`config.mk`:
```
export PLATFORM = sky130hd
export DESIGN_NAME = booth_cpa_pipe
export DESIGN_NICKNAME = d
export VERILOG_FILES = /design/src/rtl/booth_cpa_pkg.sv /design/src/rtl/booth_cpa_pipe_stage.sv /design/src/rtl/booth_cpa_pipe.sv
export SDC_FILE = /design/constraint.sdc
export NUM_CORES = 1
export LEC_CHECK = 0
export BUFFER_PORTS_ARGS = -buffer_cell sky130_fd_sc_hd__buf_2
export CAP_MARGIN = 25
export CORE_MARGIN = 2
export CORE_UTILIZATION = 35
export DETAILED_ROUTE_END_ITERATION = 10
export PLACE_DENSITY = 0.55
export SYNTH_ARGS = -nofsm -noshare
export SYNTH_HDL_FRONTEND = slang
export SYNTH_SLANG_ARGS = --single-unit
```
`constraint.sdc`:
```
create_clock -name CLK -period 2.2 [get_ports CLK]
set_input_delay 0.22 -clock CLK [delete_from_list [all_inputs] [get_ports CLK]]
set_output_delay 0.22 -clock CLK [all_outputs]
set_load 0.005 [all_outputs]
```
`src/rtl/booth_cpa_pkg.sv`:
```
// booth_cpa_pkg: width helpers shared by the segmented carry-propagate pipeline.
package booth_cpa_pkg;
    function automatic int pw(input int width);
        return 2 * width;
    endfunction
    function automatic int n_stages(input int width, input int seg_w);
        return (2 * width) / seg_w;
    endfunction
    function automatic int occ_w(input int width, input int seg_w);
        return $clog2((2 * width) / seg_w + 1);
    endfunction
endpackage

```
`src/rtl/booth_cpa_pipe_stage.sv`:
```
// cpa_seg_stage: resolves one SEG_W slice of the carry-save pair and registers the partial result.
module cpa_seg_stage import booth_cpa_pkg::*; #(
    parameter int PW = 16,
    parameter int SEG_W = 4,
    parameter int K = 0
) (
    input  logic          CLK,
    input  logic          RST,
    input  logic          load,
    input  logic          in_v,
    input  logic [PW-1:0] in_res,
    input  logic [PW-1:0] in_car,
    input  logic          in_cin,
    output logic          v,
    output logic [PW-1:0] res,
    output logic [PW-1:0] car,
    output logic          cin
);
    localparam int LO = K * SEG_W;
    logic [SEG_W:0]  seg;
    logic [PW-1:0]   nres;
    // Bits below LO are already resolved; bits above stay raw sum for later stages.
    always_comb begin
        seg = {1'b0, in_res[LO+:SEG_W]} + {1'b0, in_car[LO+:SEG_W]} + {{SEG_W{1'b0}}, in_cin};
        nres = in_res;
        nres[LO+:SEG_W] = seg[SEG_W-1:0];
    end
    always_ff @(posedge CLK or negedge RST) begin
        if (!RST) begin
            v   <= 1'b0;
            res <= '0;
            car <= '0;
            cin <= 1'b0;
        end else if (load) begin
            v   <= in_v;
            res <= nres;
            car <= in_car;
            cin <= seg[SEG_W];
        end
    end
endmodule

```
`src/rtl/booth_cpa_pipe.sv`:
```
// booth_cpa_pipe: segmented pipelined CPA turning a Booth carry-save pair into the product,
// with bubble-collapsing valid/ready flow control.
module booth_cpa_pipe import booth_cpa_pkg::*; #(
    parameter int WIDTH = 8,
    parameter int SEG_W = 4
) (
    input  logic                             CLK,
    input  logic                             RST,
    input  logic                             in_valid,
    output logic                             in_ready,
    input  logic [pw(WIDTH)-1:0]             sum_in,
    input  logic [pw(WIDTH)-1:0]             carry_in,
    output logic                             out_valid,
    input  logic                             out_ready,
    output logic [pw(WIDTH)-1:0]             product,
    output logic [occ_w(WIDTH, SEG_W)-1:0]   occupancy
);
    localparam int PW = pw(WIDTH);
    localparam int STAGES = n_stages(WIDTH, SEG_W);
    localparam int OW = occ_w(WIDTH, SEG_W);
    logic [STAGES:0] vs;
    logic [STAGES:0] ld;
    logic [PW-1:0]   res [STAGES+1];
    logic [PW-1:0]   car [STAGES+1];
    logic            cin [STAGES+1];
    assign vs[0]  = in_valid;
    assign res[0] = sum_in;
    assign car[0] = carry_in;
    assign cin[0] = 1'b0;
    // A stage loads if it is empty or its successor is loading; the top carry is dropped.
    always_comb begin
        ld = '0;
        ld[STAGES] = out_ready;
        for (int k = STAGES - 1; k >= 0; k--) ld[k] = !vs[k+1] || ld[k+1];
    end
    always_comb begin
        occupancy = '0;
        for (int k = 1; k <= STAGES; k++) occupancy = occupancy + OW'(vs[k]);
    end
    assign in_ready  = ld[0];
    assign out_valid = vs[STAGES];
    assign product   = res[STAGES];
    for (genvar k = 0; k < STAGES; k++) begin : g_stg
        cpa_seg_stage #(.PW(PW), .SEG_W(SEG_W), .K(k)) u_stg (
            .CLK    (CLK),
            .RST    (RST),
            .load   (ld[k]),
            .in_v   (vs[k]),
            .in_res (res[k]),
            .in_car (car[k]),
            .in_cin (cin[k]),
            .v      (vs[k+1]),
            .res    (res[k+1]),
            .car    (car[k+1]),
            .cin    (cin[k+1])
        );
    end
endmodule
```
Word-level counts from Yosys, hierarchy flattened
Index checks and enable logic that the tools add are counted.
{"block": "word_totals", "ff_bits": 119, "input_bits": 36, "elab_cells": 32}
{"block": "op_classes", "n_reduce_logical": 8, "n_addsub": 10}
{"operator": "adder 4 x 4 -> 5 bit", "n": 3}
{"operator": "adder 5 x 1 -> 5 bit", "n": 2}
{"operator": "adder 4 x 1 -> 4 bit", "n": 1}
{"operator": "adder 4 bit", "n": 1}
{"operator": "zero test 1 bit", "n": 4}
{"operator": "logical OR 1 bit", "n": 4}
{"operator": "adder 2 x 1 -> 3 bit", "n": 1}
{"operator": "adder 3 x 1 -> 3 bit", "n": 1}
{"operator": "adder 1 x 1 -> 2 bit", "n": 1}

Longest topological paths before layout
Gate-level depths: netlist (run 1).
{"block": "depth", "ltp_word": 5, "depth_mapped": 7, "ltp_nobuf": 7}

By module
A second synthesis (run 1) with hierarchy kept.
{"block": "unflattened", "hier_cells": 386, "hier_area_um2": 5840.6}
{"module": "cpa_seg_stage", "cells_each": 93, "area_per_inst_um2": 1435.1, "n_inst": 4, "seq_area_each_um2": 850.8}
{"module": "booth_cpa_pipe", "cells_each": 14, "area_per_inst_um2": 100.1, "n_inst": 1, "seq_area_each_um2": 0.0}

Worst setup path before layout (run 1)
No wires, ideal clock.
{"block": "synth_timing", "kind": "register -> output", "startpoint": "register g_stg[3].u_stg.v", "endpoint": "output occupancy[1]", "path_buffers": 0, "path_stages_with_launch": 6, "required_time_ns": 1.980, "slack_ns": 0.518, "arrival_time_ns": 1.462, "cell_sequence": "dfrtp_1 -> inv_1 -> fa_1 -> inv_1 -> ha_1 -> ha_1"}
{"block": "synth_via", "elab_chain_len": 1}
{"element": "start, declared", "line": "booth_cpa_pipe_stage.sv:14", "text": "output logic v,"}
{"element": "start signal, assigned", "line": "booth_cpa_pipe_stage.sv:35", "text": "v <= in_v;"}
{"element": "adder 3 x 1 -> 3 bit", "line": "booth_cpa_pipe.sv:38", "text": "for (int k = 1; k <= STAGES; k++) occupancy = occupancy + OW'(vs[k]);"}
{"element": "end, declared", "line": "booth_cpa_pipe.sv:16", "text": "output logic [occ_w(WIDTH, SEG_W)-1:0] occupancy"}
Every way passes these cells.

Worst setup path in the final report (run 1)
{"block": "layout_timing", "startpoint": "register g_stg[0].u_stg.v", "endpoint": "output occupancy[1]"}
{"block": "layout_via", "elab_chain_len": 3}
{"element": "start, declared", "line": "booth_cpa_pipe_stage.sv:14"}
{"element": "start signal, assigned", "line": "booth_cpa_pipe_stage.sv:35"}
{"element": "adder 1 x 1 -> 2 bit", "line": "booth_cpa_pipe.sv:38"}
{"element": "adder 2 x 1 -> 3 bit", "line": "booth_cpa_pipe.sv:38"}
{"element": "adder 3 x 1 -> 3 bit", "line": "booth_cpa_pipe.sv:38"}
Every way passes these cells.

==> impl_table.tex, run 1 <==
\begin{tabular}{lr}
\hline
Metric & Value \\
\hline
\multicolumn{2}{l}{\textbf{Yosys}} \\
\quad Total standard cell area after synthesis & 0.00422 mm² \\
\quad Sequential-to-total area share from yosys stat & 56.4\% \\
\quad Number of synthesized flops with an enable pin & 0 \\
\quad Distinct cells, synth & 33 \\
\quad Most used flip-flop cell after synthesis & dfrtp\_1 \\
\quad Post-Syn Instances & $\sim$350 \\
\quad Mean instance size in the synthesized netlist & $\sim$12 µm² \\
\quad Warnings, synthesis & 0 \\
\quad Fraction of synthesis flops using an asynchronous set or reset pin & 100\% \\
\quad Syn Nets & approximately 400 \\
\quad Flop and latch count out of synthesis & 95 \\
\multicolumn{2}{l}{\textbf{Timing}} \\
\quad Highest achievable clock rate & about 470 MHz \\
\quad Worst Hold Margin & 0.0756 ns \\
\quad Transition time of the tightest slew-check pin & 0.520 ns \\
\quad Setup TNS after final layout & 0 ns \\
\quad Number of endpoints with negative hold slack in the final report & 0 \\
\quad Number of max-slew violations in the final report & 0 \\
\quad Worst Skew & between 0.006 and 0.007 ns \\
\quad Final period utilization & 96.7\% \\
\quad Shortest period the worst path allows & about 2.1 ns \\
\quad Final setup vio count & 0 \\
\quad Headroom to the max-slew limit & about two thirds \\
\multicolumn{2}{l}{\textbf{Setup path}} \\
\quad Startpoint class of the critical path & register \\
\quad Crit path top cell by count & ha\_1 \\
\quad CP cell instances & inv\_2, fa\_1, inv\_1, ha\_1, ha\_1, buf\_2 \\
\quad Crit-path max FO & 3 \\
\quad Classification of the worst setup path & reg -> out \\
\quad Peak per-stage delay on the critical path & between 0.5 and 0.6 ns \\
\quad Worst EP arrival & approximately 1.9 ns \\
\quad Required time of the critical path & slightly below 2 ns \\
\quad Nature of the critical path endpoint & output pin \\
\quad Standard cell with the maximum stage delay on the critical path & fa\_1 \\
\quad Cells on worst reg2reg path & 7 \\
\multicolumn{2}{l}{\textbf{Power}} \\
\quad Internal power consumption & between 3 and 4 mW \\
\quad Switching share of total power & around 29\% \\
\quad Net switching power of the design & around 1.5 mW \\
\quad Power per Cell Area & slightly above 1000 mW/mm² \\
\quad Standby leakage power & approximately 2.5 nW \\
\quad Clk pwr share & a little under a third \\
\quad Share of power burned in combinational logic & 23.4\% \\
\quad Share of power burned in registers & between 40\% and 50\% \\
\quad Post-route total power & 5.23 mW \\
\quad Worst vdd ir & about 0.37 mV \\
\multicolumn{2}{l}{\textbf{CTS}} \\
\quad Source-to-sink clock delay at the later pin of the worst-skew pair & 0.34 ns \\
\quad Clock sinks & 95 \\
\quad Max H-tree Level & 3 \\
\quad Total clock buffers created by CTS & 9 \\
\quad TritonCTS clock tree & yes \\
\quad Longest Clk Path Bufs & 2 \\
\quad Register clock-pin slew on the reported worst setup and hold paths & 0.07 ns \\
\quad Clock root buffer master & clkbuf\_16 \\
\multicolumn{2}{l}{\textbf{Hold path}} \\
\quad Worst hold path type & in -> reg \\
\quad Worst Hold Depth & 2 \\
\multicolumn{2}{l}{\textbf{Final layout}} \\
\quad Fraction of layout cells with a size suffix above 1 & about a third \\
\quad P\&R area growth vs syn & 19.4\% \\
\quad Final layout net count & 471 \\
\quad Register cell area after layout & approximately 0.0024 mm² \\
\quad Diode insertion count for antenna repair & 0 \\
\quad Multi-input gate area in the final layout & approximately 0.0017 mm² \\
\quad Utilization after layout & about 42\% \\
\quad Filler cells & about 1100 \\
\quad Design area & slightly above 0.005 mm² \\
\multicolumn{2}{l}{\textbf{Detailed routing}} \\
\quad Post-detailed-route DRC marker count & 0 \\
\quad Vias & $\sim$2600 \\
\quad Number of antenna-violating nets in the routed design & 0 \\
\quad Drt wl/cell & between 10 and 15 µm \\
\quad Pre-antenna DRT Iters & 4 \\
\quad Violation count after the first detailed-route iteration & between 100 and 150 \\
\quad Via/cell ratio & approximately 4.6 \\
\quad Routed Wire Length & 7.80 mm \\
\multicolumn{2}{l}{\textbf{Global routing}} \\
\quad Wire length of the first global-routing pass & $\sim$14 mm \\
\quad Pin count of the biggest net entering global routing & 42 \\
\quad Total gr overflow & 0 \\
\quad Overall fraction of global-route tracks in use & between 10\% and 20\% \\
\quad Via count of the first global-routing pass & between 2000 and 3000 \\
\quad Antenna violations before repair & 0 \\
\multicolumn{2}{l}{\textbf{Placement}} \\
\quad IO buf count & 56 \\
\quad Instance area after placement & around 0.0047 mm² \\
\quad Post-DP HPWL & around 5.7 mm \\
\quad Routability congestion estimate from global placement & roughly 0.77 \\
\multicolumn{2}{l}{\textbf{Die}} \\
\quad Die area & roughly 0.013 mm² \\
\quad Core Rows & 40 \\
\quad Die Width & 114 µm \\
\quad Number of ports placed on the die boundary & 57 \\
\quad Overall die height & between 100 and 150 µm \\
\quad Starting density of the core & a little over a third \\
\quad Area of the core & about 0.012 mm² \\
\multicolumn{2}{l}{\textbf{Job}} \\
\quad Maximum capacitance violations & 0 \\
\multicolumn{2}{l}{\textbf{Run status}} \\
\quad Status & complete, no violations \\
\hline
\end{tabular}
-- cell usage in the layout, fill, tap and decap left out, types with 3 or more instances in the layout --
| cell type | instances |
|---|---|
| ha_1 | 14 |
| a21oi_1 | 11 |
| xor2_1 | 3 |
| fa_1 | 8 |
| nand3b_1 | 4 |
| buf_4 | 15 |
| o21ai_0 | 20 |
| a211oi_1 | 3 |
| buf_2 | 55 |
| nor2b_1 | 3 |
| nor3_1 | 4 |
| nand2_1 | 66 |
| clkbuf_16 | 9 |
| nor2_1 | 8 |
| inv_1 | 24 |
| dfrtp_1 | 95 |
| mux2_2 | 24 |
| mux2_4 | 24 |
-- synth_stat cells, types with 2 or more instances --
cell type	count	area share [%]
mux2_2	24	6.4
ha_1	14	4.2
a21oi_1	11	1.3
fa_1	8	3.8
buf_6	3	0.80
nor2_1	8	0.71
nand4b_1	2	0.42
buf_4	2	0.36
nor3_1	4	0.47
inv_1	25	2.2
mux2_4	24	8.5
xnor2_1	2	0.42
and4_1	2	0.42
a211oi_1	3	0.53
xor2_1	3	0.62
nor2b_1	3	0.45
o21ai_0	20	2.4
buf_2	2	0.24
nand2_1	66	5.9
nand3b_1	4	0.71
nand3_1	2	0.24
clkbuf_1	8	0.71
dfrtp_1	95	56
-- critical path, delay by kind of cell, from the launching register on --
kind,cells,cell delay (ns)
adder cells (fa/ha/maj),3,0.94
buffers and inverters,3,0.24
flip-flops,1,0.38
-- power by group through the flow --
stage / clock network (mW) / registers, mW / logic (mW)
5_1_grt: 1.70 / 2.51 / 1.40
2_1_floorplan: 0 / 2.43 / 0.800
3_5_place_dp: 0 / 2.48 / 1.23
3_3_place_gp: 0 / 2.47 / 1.20
6_report: 1.58 / 2.43 / 1.22
4_1_cts: 1.62 / 2.44 / 1.24
-- path summary, 6_finish.rpt --
check / startpoint / to / slack [ns]
worst max register to register: g_stg[0].u_stg.car[4]$_DFFE_PN0P_ / g_stg[1].u_stg.cin$_DFFE_PN0P_ / 0.49
worst min register to register: g_stg[1].u_stg.res[3]$_DFFE_PN0P_ / g_stg[1].u_stg.res[3]$_DFFE_PN0P_ / 0.47
max in group asynchronous: RST / g_stg[0].u_stg.res[6]$_DFFE_PN0P_ / 1.18
worst min-delay path: in_valid / g_stg[0].u_stg.v$_DFFE_PN0P_ / 0.08
min in group asynchronous: RST / g_stg[3].u_stg.res[13]$_DFFE_PN0P_ / 0.39
worst max-delay path: g_stg[0].u_stg.v$_DFFE_PN0P_ / occupancy[1] / 0.07
-- cell families (layout without fill, tap and decap cells) --
logic type / Yosys count / count (layout) / share of synthesized area [%]
buf+inv: 40 / 113 / 4.33
flops: 95 / 95 / 56.4
xor+xnor: 5 / 5 / 1.04
compound gates: 40 / 40 / 5.34
fa+ha+maj: 22 / 22 / 7.95
simple gates: 95 / 95 / 9.97
mux: 48 / 48 / 15.0
-- metrics by stage --
| stage | worst slack, ns | std cells |
|---|---|---|
| 6_report | 0.0715 | 565 |
| 5_1_grt | -0.00284 | 565 |
| 4_1_cts | 0.0283 | 561 |
| 3_5_place_dp | 0.378 | 543 |
| 3_3_place_gp | 0.369 | 543 |
| 2_1_floorplan | 0.518 | 345 |
-- routing by layer --
layer | vias to the layer above | share of wire, % | track usage (%)
met5 | - | 0 | 0
met4 | 0 | 1.8 | 5.85
met3 | 11 | 3.9 | 2.92
met2 | 50 | 43 | 19.8
met1 | 1252 | 51 | 19.5
li1 | 1292 | - | -
-- state kept, by name, summed over array words and instances, names as in the netlist --
name             count
g_stg.u_stg.v        4
g_stg.u_stg.cin      3
g_stg.u_stg.res     64
g_stg.u_stg.car     24
-- cell type report --
type | instances | area share, %
inverter | 25 | 1.86
clock inverter | 7 | 1.59
timing repair buffer | 72 | 8.30
multi-input combinational | 210 | 32.9
tap | 147 | 3.65
clock buffer | 9 | 4.47
sequential | 95 | 47.2
-- timing repair --
action	in CTS	in global routing
pin swaps	0	0
endpoints found under the setup margin	1	1
endpoints found under the hold margin	37	0
setup buffers	1	4
cloned	0	0
hold buffers	1	0
gates resized for setup	1	0
Power figures use the tool's default switching activity.
==> run 2, diff against run 1 <==
--- a/config.mk
+++ b/config.mk
@@ -8,9 +8,9 @@
 export BUFFER_PORTS_ARGS = -buffer_cell sky130_fd_sc_hd__buf_2
 export CAP_MARGIN = 25
 export CORE_MARGIN = 2
-export CORE_UTILIZATION = 35
+export CORE_UTILIZATION = 57
 export DETAILED_ROUTE_END_ITERATION = 10
-export PLACE_DENSITY = 0.55
+export PLACE_DENSITY = 0.81
 export SYNTH_ARGS = -nofsm -noshare
 export SYNTH_HDL_FRONTEND = slang
 export SYNTH_SLANG_ARGS = --single-unit
==> run 2 against run 1 <==
Via count increased by 3.6%. Hold slack is essentially flat. Sequential power hardly changed. Global-route usage up 7.3 points. Combinational power is essentially flat. Routed wire length is 0.78% lower. Non-clock buffer count shrank 3. Design area fell by 2.7%. Clock power fell by 23%. First-iteration DRC count up 88%. Critical endpoint unchanged. Largest cell class unchanged. Largest power group unchanged.
==> impl_table.tex, run 2 (synthesis results as in run 1) <==
\begin{tabular}{lr}
\hline
Metric & Value \\
\hline
\multicolumn{2}{l}{\textbf{CTS}} \\
\quad Register clock-pin slew on the reported worst setup and hold paths & around 0.090 ns \\
\quad Total clock buffers created by CTS & 9 \\
\quad TritonCTS clock tree & yes \\
\quad Longest Clk Path Bufs & 2 \\
\quad Source-to-sink clock delay at the later pin of the worst-skew pair & 0.37 ns \\
\quad Max H-tree Level & 3 \\
\quad Clock sinks & 95 \\
\quad Clock root buffer master & clkbuf\_8 \\
\multicolumn{2}{l}{\textbf{Final layout}} \\
\quad Diode insertion count for antenna repair & 0 \\
\quad Number of flip-flops in the largest register & 64 \\
\quad P\&R area growth vs syn & 16.2\% \\
\quad Most common cell after layout, fill and taps aside & dfrtp\_1 \\
\quad Register containing the most flip-flops in the final layout & g\_stg.u\_stg.res \\
\quad Most used cells in the layout excluding fill and tap cells & dfrtp\_1 (95), nand2\_1 (66), buf\_2 (55), mux2\_4 (24), mux2\_2 (24) \\
\quad Fraction of layout cells with a size suffix above 1 & roughly a third \\
\quad Largest registers in the final layout & g\_stg.u\_stg.res x64, g\_stg.u\_stg.car x24, g\_stg.u\_stg.v x4 \\
\quad Design area & a little under 0.005 mm² \\
\quad Final layout net count & between 400 and 500 \\
\multicolumn{2}{l}{\textbf{Timing}} \\
\quad Worst Skew & 0.00852 ns \\
\quad Setup TNS after final layout & 0 ns \\
\quad Transition time of the tightest slew-check pin & roughly 0.52 ns \\
\quad Highest achievable clock rate & around 470 MHz \\
\quad Headroom to the max-slew limit & between 60 and 70\% \\
\quad Number of max-slew violations in the final report & 0 \\
\quad Shortest period the worst path allows & around 2.1 ns \\
\quad Final period utilization & approximately 98\% \\
\quad Final setup vio count & 0 \\
\quad Number of endpoints with negative hold slack in the final report & 0 \\
\multicolumn{2}{l}{\textbf{Die}} \\
\quad Overall die height & $\sim$90 µm \\
\quad Core Rows & 31 \\
\quad Die area & just over 0.008 mm² \\
\quad Number of ports placed on the die boundary & 57 \\
\quad Starting density of the core & about three fifths \\
\quad Area of the core & between 0.007 and 0.008 mm² \\
\quad Die Width & between 80 and 90 µm \\
\multicolumn{2}{l}{\textbf{Job}} \\
\quad Maximum capacitance violations & 0 \\
\multicolumn{2}{l}{\textbf{Detailed routing}} \\
\quad Post-detailed-route DRC marker count & 0 \\
\quad Routed Wire Length & $\sim$7.7 mm \\
\quad Violation count after the first detailed-route iteration & 209 \\
\quad Number of antenna-violating nets in the routed design & 0 \\
\quad Via/cell ratio & between 5 and 6 \\
\quad Drt wl/cell & about 15 µm \\
\quad Pre-antenna DRT Iters & 4 \\
\quad Vias & 2700 \\
\multicolumn{2}{l}{\textbf{Placement}} \\
\quad Instance area after placement & 0.00462 mm² \\
\quad IO buf count & 56 \\
\quad Routability congestion estimate from global placement & a little under 0.8 \\
\quad Post-DP HPWL & $\sim$5.2 mm \\
\multicolumn{2}{l}{\textbf{Setup path}} \\
\quad Worst EP arrival & just under 2 ns \\
\quad Peak per-stage delay on the critical path & roughly 0.53 ns \\
\quad Classification of the worst setup path & reg -> out \\
\quad CP cell instances & inv\_2, fa\_1, inv\_2, ha\_4, ha\_4, buf\_2 \\
\quad Nature of the critical path endpoint & output pin \\
\quad Startpoint class of the critical path & register \\
\quad Crit-path max FO & 3 \\
\quad Standard cell with the maximum stage delay on the critical path & fa\_1 \\
\quad Required time of the critical path & $\sim$2 ns \\
\multicolumn{2}{l}{\textbf{Run status}} \\
\quad Status & complete, no violations \\
\multicolumn{2}{l}{\textbf{Global routing}} \\
\quad Total gr overflow & 0 \\
\quad Overall fraction of global-route tracks in use & 20.9\% \\
\quad Pin count of the biggest net entering global routing & 42 \\
\quad Via count of the first global-routing pass & 2661 \\
\quad Wire length of the first global-routing pass & $\sim$13 mm \\
\quad Antenna violations before repair & 0 \\
\multicolumn{2}{l}{\textbf{Power}} \\
\quad Worst vdd ir & slightly above 0.4 mV \\
\quad Power per Cell Area & 1000 mW/mm² \\
\quad Standby leakage power & between 2 and 2.5 nW \\
\multicolumn{2}{l}{\textbf{Hold path}} \\
\quad Worst hold path type & in -> reg \\
\hline
\end{tabular}
-- run 2: worst max-delay path: cells and delay by family, from the launching register on --
| family | cells | cell delay (ns) |
|---|---|---|
| DFF | 1 | 0.41 |
| adders and majority gates | 3 | 0.92 |
| buffers and inverters | 3 | 0.20 |
-- run 2: timing repair --
item                       in CTS  in global routing
hold endpoints to repair       39                  0
hold buffers                    1                  0
setup buffers                   2                  2
pin swaps                       0                  1
gates resized for setup         1                  5
setup endpoints to repair       1                  2
-- run 2: worst paths after layout --
path | depth (start not counted) | from | to | slack (ns)
worst min-delay path | 2 | in_valid | g_stg[0].u_stg.v$_DFFE_PN0P_ | 0.08
worst min register to register | 2 | g_stg[1].u_stg.car[12]$_DFFE_PN0P_ | g_stg[1].u_stg.car[12]$_DFFE_PN0P_ | 0.48
worst max register to register | 7 | g_stg[0].u_stg.car[4]$_DFFE_PN0P_ | g_stg[1].u_stg.cin$_DFFE_PN0P_ | 0.49
max in group asynchronous | 3 | RST | g_stg[0].u_stg.car[4]$_DFFE_PN0P_ | 1.20
min in group asynchronous | 2 | RST | g_stg[0].u_stg.res[7]$_DFFE_PN0P_ | 0.36
worst max-delay path | 6 | g_stg[1].u_stg.v$_DFFE_PN0P_ | occupancy[1] | 0.05
-- run 2: per-stage QoR --
| step | hold WS (ns) | std cells | setup WS [ns] | utilization (%) | power (mW) |
|---|---|---|---|---|---|
| finish | 0.0757 | 514 | 0.0529 | 67.9 | 4.90 |
| global route | 0.0690 | 514 | -0.0206 | 67.9 | 5.22 |
| CTS | 0.0375 | 512 | 0.00118 | 67.3 | 4.91 |
| detailed placement | 0.228 | 493 | 0.346 | 64.0 | 3.68 |
| global placement | 0.226 | 493 | 0.383 | 64.0 | 3.61 |
| floorplan | -0.0756 | 345 | 0.518 | - | 3.23 |
-- run 2: report_power, final --
group / switching (mW) / internal [mW] / total [mW]
Clock: 0.624 / 0.598 / 1.22
Combinational: 0.591 / 0.650 / 1.24
Sequential: 0.239 / 2.20 / 2.44
Total: 1.45 / 3.45 / 4.90
-- run 2: cell type report --
class / instances / area, µm²
Tap cell: 99 / 124
Clock inverter: 5 / 63.8
Inverter: 25 / 93.8
Timing Repair Buffer: 69 / 408
Sequential cell: 95 / 2380
Fill cell: 542 / 2320
Clock buffer: 11 / 151
Multi-Input combinational cell: 210 / 1680
-- run 2: metal layers --
metal	GRT usage (%)	share of wire [%]	vias to the layer above
met5	0	0	-
met4	9.62	2.2	0
met3	3.35	4.0	13
met2	32.0	48	67
met1	29.8	46	1342
li1	-	-	1278
==> run 3, diff against run 2 <==
--- a/config.mk
+++ b/config.mk
@@ -11,6 +11,7 @@
 export CORE_UTILIZATION = 57
 export DETAILED_ROUTE_END_ITERATION = 10
 export PLACE_DENSITY = 0.81
+export REMOVE_ABC_BUFFERS = 1
 export SYNTH_ARGS = -nofsm -noshare
 export SYNTH_HDL_FRONTEND = slang
 export SYNTH_SLANG_ARGS = --single-unit
==> run 3 against run 2 <==
Critical path type unchanged. Die area is the same. Sequential cell count is the same. Global-route usage shrank 0.60 points. Largest cell class unchanged. Routed wire length shrank 2.4%. Design area is essentially flat. Clock power grew 11%. Maximum frequency shrank 1.1%. Cell count is the same. Register-to-register slack lost 0.03 ns. Clock skew grew 0.0068 ns.
==> impl_table.tex, run 3 (synthesis results as in run 1) <==
\begin{tabular}{lr}
\hline
Metric & Value \\
\hline
\multicolumn{2}{l}{\textbf{Run status}} \\
\quad Status & complete, no violations \\
\multicolumn{2}{l}{\textbf{Final layout}} \\
\quad Number of flip-flops in the largest register & 64 \\
\quad Register containing the most flip-flops in the final layout & g\_stg.u\_stg.res \\
\quad Filler-free cell count of the finished design & 514 \\
\quad P\&R area growth vs syn & 16.3\% \\
\quad Utilization after layout & 68.0\% \\
\quad Largest registers in the final layout & g\_stg.u\_stg.res x64, g\_stg.u\_stg.car x24, g\_stg.u\_stg.v x4 \\
\quad Fraction of layout cells with a size suffix above 1 & 32.8\% \\
\quad Filler cells & around 550 \\
\quad Most used cells in the layout excluding fill and tap cells & dfrtp\_1 (95), nand2\_1 (66), buf\_2 (55) \\
\quad Final layout net count & 468 \\
\quad Most common cell after layout, fill and taps aside & dfrtp\_1 \\
\quad Diode insertion count for antenna repair & 0 \\
\multicolumn{2}{l}{\textbf{Detailed routing}} \\
\quad Violation count after the first detailed-route iteration & 100 \\
\quad Number of antenna-violating nets in the routed design & 0 \\
\quad Routed Wire Length & 7.56 mm \\
\quad Post-detailed-route DRC marker count & 0 \\
\quad Via/cell ratio & just over 5 \\
\quad Pre-antenna DRT Iters & 4 \\
\quad Vias & around 2700 \\
\quad Drt wl/cell & around 15 µm \\
\multicolumn{2}{l}{\textbf{Placement}} \\
\quad Routability congestion estimate from global placement & roughly 0.84 \\
\quad IO buf count & 56 \\
\quad Post-DP HPWL & roughly 5.1 mm \\
\quad Number of placed instances with taps included & a little under 500 \\
\multicolumn{2}{l}{\textbf{CTS}} \\
\quad Longest Clk Path Bufs & 2 \\
\quad Total clock buffers created by CTS & 9 \\
\quad Clock root buffer master & clkbuf\_8 \\
\quad Register clock-pin slew on the reported worst setup and hold paths & around 0.080 ns \\
\quad Clock sinks & 95 \\
\quad Source-to-sink clock delay at the later pin of the worst-skew pair & between 0.3 and 0.4 ns \\
\quad Max H-tree Level & 3 \\
\quad TritonCTS clock tree & yes \\
\multicolumn{2}{l}{\textbf{Setup path}} \\
\quad Classification of the worst setup path & reg -> out \\
\quad Required time of the critical path & 1.98 ns \\
\quad Startpoint class of the critical path & register \\
\quad Worst EP arrival & between 1.5 and 2 ns \\
\quad Nature of the critical path endpoint & output pin \\
\quad Crit-path max FO & 3 \\
\multicolumn{2}{l}{\textbf{Job}} \\
\quad Maximum capacitance violations & 0 \\
\multicolumn{2}{l}{\textbf{Global routing}} \\
\quad Met1 Resource Use GR & between 20\% and 30\% \\
\quad Routing usage on met3 & between 2 and 3\% \\
\quad Pin count of the biggest net entering global routing & between 40 and 50 \\
\quad Total gr overflow & 0 \\
\quad Most Used Layer, Global Route & met2 \\
\quad GRT met2 Usage & $\sim$33\% \\
\quad Wire length of the first global-routing pass & about 13 mm \\
\quad Antenna violations before repair & 0 \\
\quad Overall fraction of global-route tracks in use & 20.3\% \\
\quad Via count of the first global-routing pass & between 2000 and 3000 \\
\multicolumn{2}{l}{\textbf{Timing}} \\
\quad Worst Skew & $\sim$0.015 ns \\
\quad Final period utilization & 98.7\% \\
\quad Highest achievable clock rate & between 400 and 500 MHz \\
\quad Number of max-slew violations in the final report & 0 \\
\quad Transition time of the tightest slew-check pin & 0.487 ns \\
\quad Final setup vio count & 0 \\
\quad Headroom to the max-slew limit & a little under 70\% \\
\quad Number of endpoints with negative hold slack in the final report & 0 \\
\quad Shortest period the worst path allows & roughly 2.2 ns \\
\multicolumn{2}{l}{\textbf{Die}} \\
\quad Die area & 0.00810 mm² \\
\quad Core Rows & 31 \\
\quad Die Width & around 90 µm \\
\quad Starting density of the core & around 58\% \\
\quad Overall die height & between 80 and 90 µm \\
\quad Number of ports placed on the die boundary & between 50 and 60 \\
\quad Area of the core & between 0.007 and 0.008 mm² \\
\multicolumn{2}{l}{\textbf{Power}} \\
\quad Standby leakage power & approximately 2.4 nW \\
\quad Power per Cell Area & roughly 1000 mW/mm² \\
\quad Worst vdd ir & between 0.4 and 0.5 mV \\
\quad Post-route total power & 5.03 mW \\
\multicolumn{2}{l}{\textbf{Hold path}} \\
\quad Worst hold path type & in -> reg \\
\hline
\end{tabular}
-- run 3: cell types whose count changed in the layout (fill, tap and decap cells not counted), sizes merged --
cell,before,now
clkinvlp,1,0
clkbuf,11,13
clkinv,1,0
inv,27,25
bufinv,1,3
-- run 3: metrics by stage --
step                      setup TNS (ns)  hold slack [ns]  setup WS, ns  instance area [µm²]
after floorplan                        0          -0.0756        0.0649                 4130
after global placement                 0            0.203         0.362                 4620
after detailed placement               0            0.213         0.323                 4620
after CTS                              0           0.0445        0.0217                 4880
after global routing             -0.0299           0.0538       -0.0299                 4900
final                                  0           0.0563        0.0286                 4900
-- run 3: area by class of cell --
type	count	area, µm²	share of cell area [%]
repair buffers	69	395	8.07
clock buffers	13	149	3.04
well taps	99	124	2.53
flip-flops and latches	95	2380	48.5
clock inverters	3	90.1	1.84
multi-input cells	210	1670	34.1
inverters	25	93.8	1.91
-- run 3: repair_timing --
action	4_1_cts	5_1_grt
hold endpoints to repair	34	0
hold buffers	1	0
setup buffers	2	1
gates resized for setup	1	2
pin swaps	0	2
setup endpoints to repair	2	1
-- run 3: where the power goes --
part | switching [mW] | total (mW) | internal, mW
registers | 0.234 | 2.43 | 2.20
clock network | 0.571 | 1.36 | 0.789
logic | 0.588 | 1.24 | 0.648
-- run 3: path summary, 6_finish.rpt --
kind / depth (start not counted) / slack, ns / end / startpoint
max: 6 / 0.03 / occupancy[1] / g_stg[0].u_stg.v$_DFFE_PN0P_
min: 2 / 0.06 / g_stg[0].u_stg.v$_DFFE_PN0P_ / in_valid
max reg2reg: 6 / 0.46 / g_stg[2].u_stg.cin$_DFFE_PN0P_ / g_stg[1].u_stg.car[8]$_DFFE_PN0P_
min reg2reg: 2 / 0.47 / g_stg[1].u_stg.res[5]$_DFFE_PN0P_ / g_stg[1].u_stg.res[5]$_DFFE_PN0P_
max in group asynchronous: 3 / 1.20 / g_stg[0].u_stg.res[11]$_DFFE_PN0P_ / RST
min in group asynchronous: 2 / 0.35 / g_stg[0].u_stg.car[6]$_DFFE_PN0P_ / RST
-- run 3: routing by layer --
layer | up-vias | routed length (µm)
met5 | - | 0
met4 | 0 | 121
met3 | 8 | 213
met2 | 51 | 3820
met1 | 1323 | 3400
li1 | 1276 | -
-- run 3: worst max-delay path, stage by stage (launching register included) --
cell	delay, ns
dfrtp_1	0.38
inv_2	0.06
fa_1	0.55
inv_1	0.05
ha_2	0.19
ha_4	0.26
buf_2	0.10
